`src/rtl/turn_sequencer.sv`:
```
// Turn-based game-flow controller for a 5x5 board: alternates player turns, filters
// placement requests, strobes the board, samples the win checker and declares the result.
module turn_sequencer #(
    parameter logic [31:0] TURN_TIMEOUT = 32'd0,
    parameter int          MAX_TURNS    = 25
) (
    input  logic        clk,
    input  logic        rst,
    input  logic        start,
    input  logic        place_btn,
    input  logic [4:0]  cursor_loc,
    input  logic [49:0] board_flat,
    input  logic        win_p1,
    input  logic        win_p2,
    output logic        clr,
    output logic        select_player,
    output logic        enable_player,
    output logic        player2Select,
    output logic        player2Enable,
    output logic        place,
    output logic [17:0] playerLocation,
    output logic [4:0]  turn_count,
    output logic        illegal_move,
    output logic        timeout_flag,
    output logic        game_over,
    output logic [1:0]  winner
);

    localparam int NUM_CELLS = 25;

    typedef enum logic [2:0] {
        S_IDLE, S_CLEAR, S_P1, S_P2, S_COMMIT, S_CHECK, S_OVER
    } state_t;

    state_t      state_q, state_d;
    logic        start_q, btn_q;
    logic [31:0] timer_q, timer_d;
    logic        mover_q, mover_d;          // 0: player 1 moved last, 1: player 2
    logic [4:0]  turn_q, turn_d;
    logic [1:0]  winner_q, winner_d;

    logic        clr_q, clr_d;
    logic        sel1_q, sel1_d, en1_q, en1_d;
    logic        sel2_q, sel2_d, en2_q, en2_d;
    logic        place_q, place_d;
    logic [17:0] loc_q, loc_d;
    logic        ill_q, ill_d;
    logic        to_q, to_d;
    logic        over_q, over_d;

    logic        start_rise, btn_rise, in_turn;
    logic        cursor_ok, legal, timeout_hit;
    logic [1:0]  cell_val;
    logic        mover_win, other_win;

    assign start_rise = start & ~start_q;
    assign btn_rise   = place_btn & ~btn_q;
    assign in_turn    = (state_q == S_P1) || (state_q == S_P2);
    assign cursor_ok  = (cursor_loc >= 5'd1) && (cursor_loc <= 5'(NUM_CELLS));

    always_comb begin
        cell_val = 2'b00;
        for (int i = 1; i <= NUM_CELLS; i++) begin
            if (cursor_loc == 5'(i)) cell_val = board_flat[2*i-2 +: 2];
        end
    end

    assign legal       = btn_rise && cursor_ok && (cell_val == 2'b00);
    assign timeout_hit = (TURN_TIMEOUT != 32'd0) && (timer_q == TURN_TIMEOUT - 32'd1);
    assign mover_win   = mover_q ? win_p2 : win_p1;
    assign other_win   = mover_q ? win_p1 : win_p2;

    // State and registered outputs
    always_ff @(posedge clk or posedge rst) begin
        if (rst) begin
            state_q  <= S_IDLE;
            start_q  <= 1'b0;
            btn_q    <= 1'b0;
            timer_q  <= '0;
            mover_q  <= 1'b0;
            turn_q   <= '0;
            winner_q <= 2'b00;
            clr_q    <= 1'b0;
            sel1_q   <= 1'b0;
            en1_q    <= 1'b0;
            sel2_q   <= 1'b0;
            en2_q    <= 1'b0;
            place_q  <= 1'b0;
            loc_q    <= '0;
            ill_q    <= 1'b0;
            to_q     <= 1'b0;
            over_q   <= 1'b0;
        end else begin
            state_q  <= state_d;
            start_q  <= start;
            btn_q    <= place_btn;
            timer_q  <= timer_d;
            mover_q  <= mover_d;
            turn_q   <= turn_d;
            winner_q <= winner_d;
            clr_q    <= clr_d;
            sel1_q   <= sel1_d;
            en1_q    <= en1_d;
            sel2_q   <= sel2_d;
            en2_q    <= en2_d;
            place_q  <= place_d;
            loc_q    <= loc_d;
            ill_q    <= ill_d;
            to_q     <= to_d;
            over_q   <= over_d;
        end
    end

    // Next-state logic; a start rise overrides everything else
    always_comb begin
        state_d  = state_q;
        mover_d  = mover_q;
        winner_d = winner_q;
        turn_d   = turn_q;
        if (start_rise) begin
            state_d = S_CLEAR;
        end else begin
            case (state_q)
                S_IDLE:   state_d = S_IDLE;
                S_CLEAR:  state_d = S_P1;
                S_P1: begin
                    mover_d = 1'b0;
                    if (legal)            state_d = S_COMMIT;
                    else if (timeout_hit) state_d = S_P2;
                end
                S_P2: begin
                    mover_d = 1'b1;
                    if (legal)            state_d = S_COMMIT;
                    else if (timeout_hit) state_d = S_P1;
                end
                S_COMMIT: state_d = S_CHECK;
                S_CHECK: begin
                    if (mover_win) begin
                        state_d  = S_OVER;
                        winner_d = mover_q ? 2'b10 : 2'b01;
                    end else if (other_win) begin
                        state_d  = S_OVER;
                        winner_d = mover_q ? 2'b01 : 2'b10;
                    end else if (turn_q == 5'(MAX_TURNS)) begin
                        state_d  = S_OVER;
                        winner_d = 2'b11;
                    end else begin
                        state_d = mover_q ? S_P1 : S_P2;
                    end
                end
                S_OVER:   state_d = S_OVER;
                default:  state_d = S_IDLE;
            endcase
        end
        if (state_d == S_CLEAR) begin
            turn_d   = '0;
            winner_d = 2'b00;
        end else if (state_q == S_COMMIT && state_d == S_CHECK && turn_q < 5'(NUM_CELLS)) begin
            turn_d = turn_q + 5'd1;
        end
        // The turn timer only runs while the same turn persists
        if (in_turn && state_d == state_q) timer_d = timer_q + 32'd1;
        else                               timer_d = '0;
    end

    // Output logic, computed from the upcoming state so every output is a register
    always_comb begin
        clr_d   = (state_d == S_CLEAR);
        place_d = (state_d == S_COMMIT);
        loc_d   = place_d ? {13'b0, cursor_loc} : 18'b0;
        ill_d   = in_turn && !start_rise && btn_rise && !legal;
        to_d    = in_turn && !start_rise && !legal && timeout_hit;
        over_d  = (state_d == S_OVER);
        sel1_d  = 1'b0;
        en1_d   = 1'b0;
        sel2_d  = 1'b0;
        en2_d   = 1'b0;
        case (state_d)
            S_P1: begin
                sel1_d = 1'b1;
                en1_d  = 1'b1;
            end
            S_P2: begin
                sel2_d = 1'b1;
                en2_d  = 1'b1;
            end
            S_COMMIT, S_CHECK: begin
                sel1_d = ~mover_d;
                en1_d  = ~mover_d;
                sel2_d = mover_d;
                en2_d  = mover_d;
            end
            default: ;
        endcase
    end

    assign clr            = clr_q;
    assign select_player  = sel1_q;
    assign enable_player  = en1_q;
    assign player2Select  = sel2_q;
    assign player2Enable  = en2_q;
    assign place          = place_q;
    assign playerLocation = loc_q;
    assign turn_count     = turn_q;
    assign illegal_move   = ill_q;
    assign timeout_flag   = to_q;
    assign game_over      = over_q;
    assign winner         = winner_q;

endmodule
```
`config.mk`:
```
export PLATFORM = sky130hd
export DESIGN_NAME = turn_sequencer
export DESIGN_NICKNAME = d
export VERILOG_FILES = /design/src/rtl/turn_sequencer.sv
export SDC_FILE = /design/constraint.sdc
export NUM_CORES = 1
export LEC_CHECK = 0
export CAP_MARGIN = 20
export CELL_PAD_IN_SITES_DETAIL_PLACEMENT = 0
export CELL_PAD_IN_SITES_GLOBAL_PLACEMENT = 1
export CORE_MARGIN = 8
export CORE_UTILIZATION = 25
export CTS_BUF_LIST = sky130_fd_sc_hd__clkbuf_4 sky130_fd_sc_hd__clkbuf_8
export CTS_CLUSTER_DIAMETER = 100
export CTS_CLUSTER_SIZE = 14
export DETAILED_ROUTE_END_ITERATION = 12
export GPL_TIMING_DRIVEN = 0
export PLACE_DENSITY_LB_ADDON = 0.1
export SLEW_MARGIN = 20
export SYNTH_ARGS = -nofsm -noshare
export SYNTH_HDL_FRONTEND = slang
export SYNTH_SLANG_ARGS = --single-unit
```
`constraint.sdc`:
```
create_clock -name clk -period 1.9 [get_ports clk]
set_input_delay 0.38 -clock clk [delete_from_list [all_inputs] [get_ports clk]]
set_output_delay 0.38 -clock clk [all_outputs]
set_load 0.05 [all_outputs]
```
==> reports/qor.csv <==
stage;metric;value;unit
clock_network;CTS H-tree lvls;1;
critical_path;CP Capture Type;register;
grt;initial antenna violation count;0;
finish;n_diodes;0;
clock_network;cts hold-fix bufs;0;
job;Max Cap Viol;0;
power;Worst VDD drop;0.222;mV
synthesis;sequential share of the synthesized area;32.6;%
timing;Final Hold Vio Count;0;
critical_path;crit path DAT;2.01;ns
place;IO buf count;78;
timing;fin crit period;1.86;ns
synthesis;EDFF count, synth;0;
clock_network;CTS tree;yes;
synthesis;Syn Inst Count;204;
critical_path;worst reg2reg setup slack;0.20;ns
die;starting density of the core;25.5;%
critical_path;Reg-to-Reg End;state_q[0]$_DFF_PP0_;
grt;first-pass GRT wire length;9670;microns
critical_path;CP Class;in -> reg;
synthesis;Post-Syn Area;1840;sq um
timing;Fin Hold WS;0.564;ns
finish;Area growth, synth to finish;71.6;%
finish;Layout Utilization;43.8;%
route;Initial DRT Pass Iterations;4;
die;core footprint;7210;sq um
min_path;hold-critical path depth;2;
die;die extent in y;102;microns
finish;Final Cell Area;3160;sq um
critical_path;slowest stage delay, CP;0.47;ns
route;Vias/cell;4.57;
die;Cell Rows;31;
route;wire length on met1;2480;microns
clock_network;Reg clk slew, reported paths;0.08;ns
finish;final non-filler cell total;409;
timing;crit share post-route;97.8;%
place;Placer Congestion;0.800;
timing;Fmax;538;MHz
place;HPWL after DPL;4820;microns
grt;Total Routing Usage GR;11.7;%
route;routed vias;1870;
synthesis;Yosys cell types;62;
die;top-level I/O count;95;
clock_network;Clk Latency, worst-skew pair;0.26;ns
timing;# setup viols final;0;
timing;RSZ-0062 raised after global routing;yes;
finish;fillers;770;
die;die width;102;microns
timing;Slew Viols, Final;0;
grt;vias in the first global route;1979;
route;DR WL met2;3240;microns
critical_path;critical path cell sequence;dlygate4sd2_1 -> or4b_4 -> nand4_1 -> o22a_1 -> o21a_1 -> o311ai_4 -> buf_6 -> a31o_1;
clock_network;CTS Buffer Depth;2;
timing;Layout Skew;0.00104;ns
critical_path;Reg2Reg Depth;7;
critical_path;r2r startpoint;turn_count[0]$_DFFE_PP0P_;
synthesis;Warnings, synthesis;0;
critical_path;CP Launch Type;input port;
place;placed instance area;2830;sq um
timing;TNS Setup;0;ns
timing;Worst-Margin Slew;0.921;ns
status;status;completed;
route;DR WL/cell;15.2;microns
route;initial DRC count;22;
critical_path;CP Max Fanout;5;
route;antenna violation net count after detailed routing;0;
clock_network;CTS Sinks;24;
synthesis;Yosys reg bits;24;
synthesis;async set or reset register ratio after synthesis;100;%
power;Leakage;1.45;nW
critical_path;Critical Path RT;2.06;ns
grt;pin count of the biggest net entering global routing;25;
place;placed cells;394;
min_path;worst hold start;winner[1]$_DFFE_PP0P_;
route;drt drc;0;
die;Die ar.;10400;sq um
critical_path;CP max-delay cell;or4b_4;
min_path;Hold Crit Endpoint;winner[1]$_DFFE_PP0P_;
power;PD cells;632;nW/um^2
finish;layout cells sized above 1;25.8;%
grt;Remaining Overflow, GRT;0;
clock_network;total clock buffers created by CTS;3;
synthesis;mean post-synth cell area;9.03;sq um
min_path;hold crit path type;reg -> reg;
finish;Nets;374;
route;DR WL met3;423;microns
synthesis;top_reg_cell synth;dfrtp_1;
clock_network;CTS Root Cell;clkbuf_8;
route;uppermost routed layer;met4;
route;routed wire length;6210;microns
timing;Slew headroom;38.5;%
==> flip-flops by register name (all words and copies together), names as in the netlist <==
| name | flops |
|---|---|
| start_q | 1 |
| mover_q | 1 |
| place | 1 |
| player2Enable | 1 |
| btn_q | 1 |
| game_over | 1 |
| clr | 1 |
| playerLocation | 5 |
| winner | 2 |
| enable_player | 1 |
| state_q | 3 |
| illegal_move | 1 |
| turn_count | 5 |
==> cell type report <==
cell class                      count  area, sq um  share of cell area (%)
Multi-Input combinational cell    156         1240                    39.3
Inverter                           10         37.5                    1.19
Timing Repair Buffer               89          868                    27.5
Tap cell                           99          124                    3.92
Sequential cell                    24          602                    19.0
Clock buffer                        4         55.1                    1.74
Buffer                             27          231                    7.32
==> power by group <==
part,internal [mW],total (mW),leakage (nW),switching [mW]
clock,0.185,0.344,0.0288,0.159
sequential,0.581,0.658,0.321,0.0764
combinational,0.430,0.996,1.10,0.566
total,1.20,2.00,1.45,0.801
==> placed cells by master, fill, tap and decap left out, types with 3 or more instances in the layout <==
| cell | n |
|---|---|
| nand2b_1 | 6 |
| nor2b_1 | 8 |
| o311a_1 | 3 |
| o21bai_1 | 3 |
| dlymetal6s2s_1 | 11 |
| nor3_2 | 4 |
| nand2_1 | 7 |
| a21oi_1 | 4 |
| conb_1 | 14 |
| mux2i_1 | 4 |
| nor2_1 | 16 |
| buf_6 | 6 |
| clkbuf_8 | 4 |
| buf_4 | 27 |
| o21a_1 | 3 |
| nor3b_2 | 3 |
| buf_2 | 3 |
| inv_1 | 9 |
| dlygate4sd2_1 | 15 |
| clkdlybuf4s50_1 | 47 |
| dfrtp_1 | 23 |
| nor3_1 | 9 |
==> cell usage after synthesis (all sizes together), types with 2 or more instances <==
master | count | area share [%]
nor2 | 18 | 3.7
o22a | 2 | 0.95
a21oi | 6 | 1.6
xor2 | 2 | 0.95
nand4 | 2 | 0.68
o311a | 3 | 1.6
a31oi | 3 | 1.0
a311oi | 2 | 0.95
o211ai | 2 | 0.81
o22ai | 3 | 1.0
buf | 25 | 10
inv | 10 | 2.0
nor3b | 6 | 2.7
o21bai | 3 | 1.2
o311ai | 3 | 2.4
ha | 2 | 1.4
dfrtp | 24 | 33
nand2 | 7 | 1.4
mux2 | 2 | 1.2
nor2b | 9 | 3.1
a31o | 3 | 1.4
clkbuf | 2 | 0.41
a21o | 2 | 0.81
nor3 | 14 | 3.8
a211oi | 3 | 1.2
nand3 | 2 | 0.54
a221oi | 2 | 0.95
mux2i | 5 | 2.7
o21ai | 2 | 0.54
o21a | 3 | 1.2
or4b | 3 | 1.6
nand2b | 6 | 2.0
==> stage by stage <==
step	total power, mW	setup WS (ns)
2_1_floorplan	1.29	-0.0347
3_3_place_gp	1.62	-0.776
3_5_place_dp	1.62	-0.776
4_1_cts	1.99	-0.00267
5_1_grt	2.12	-0.00341
6_report	2.00	0.0425
==> timing repair <==
action,in CTS,in global routing
resized for setup,54,36
gates cloned,1,0
setup buffers,5,5
pin swaps,19,18
setup endpoints to repair,15,15
==> kinds of logic after synthesis <==
| family | count (synthesis) | share of synthesized area [%] |
|---|---|---|
| xor+xnor | 3 | 1.43 |
| compound gates | 53 | 23.2 |
| mux | 8 | 5.16 |
| simple gates | 76 | 23.5 |
| buf+inv | 37 | 12.6 |
| flops | 24 | 32.6 |
| other cells | 1 | 0.203 |
| fa+ha+maj | 2 | 1.36 |
==> worst max-delay path: cells and delay by family <==
family / cells / cell delay [ns]
compound gates: 4 / 0.68
simple gates: 2 / 0.56
buf+inv: 2 / 0.40
==> routing by layer <==
layer | vias up | global-route usage (%)
met5 | - | 0
met4 | 0 | 3.72
met3 | 5 | 3.13
met2 | 58 | 21.0
met1 | 869 | 13.2
li1 | 938 | -
==> worst max path at each step <==
stage	startpoint	endpoint	cells after the start	slack, ns
6_report	board_flat[39]	state_q[0]$_DFF_PP0_	8	0.04
5_1_grt	cursor_loc[0]	illegal_move$_DFF_PP0_	9	-0.003
4_1_cts	board_flat[24]	illegal_move$_DFF_PP0_	8	-0.003
3_5_place_dp	cursor_loc[1]	illegal_move$_DFF_PP0_	9	-0.78
3_3_place_gp	cursor_loc[1]	illegal_move$_DFF_PP0_	9	-0.78
2_1_floorplan	cursor_loc[4]	illegal_move$_DFF_PP0_	7	-0.03
No activity file was read; power rests on OpenSTA's default activity.
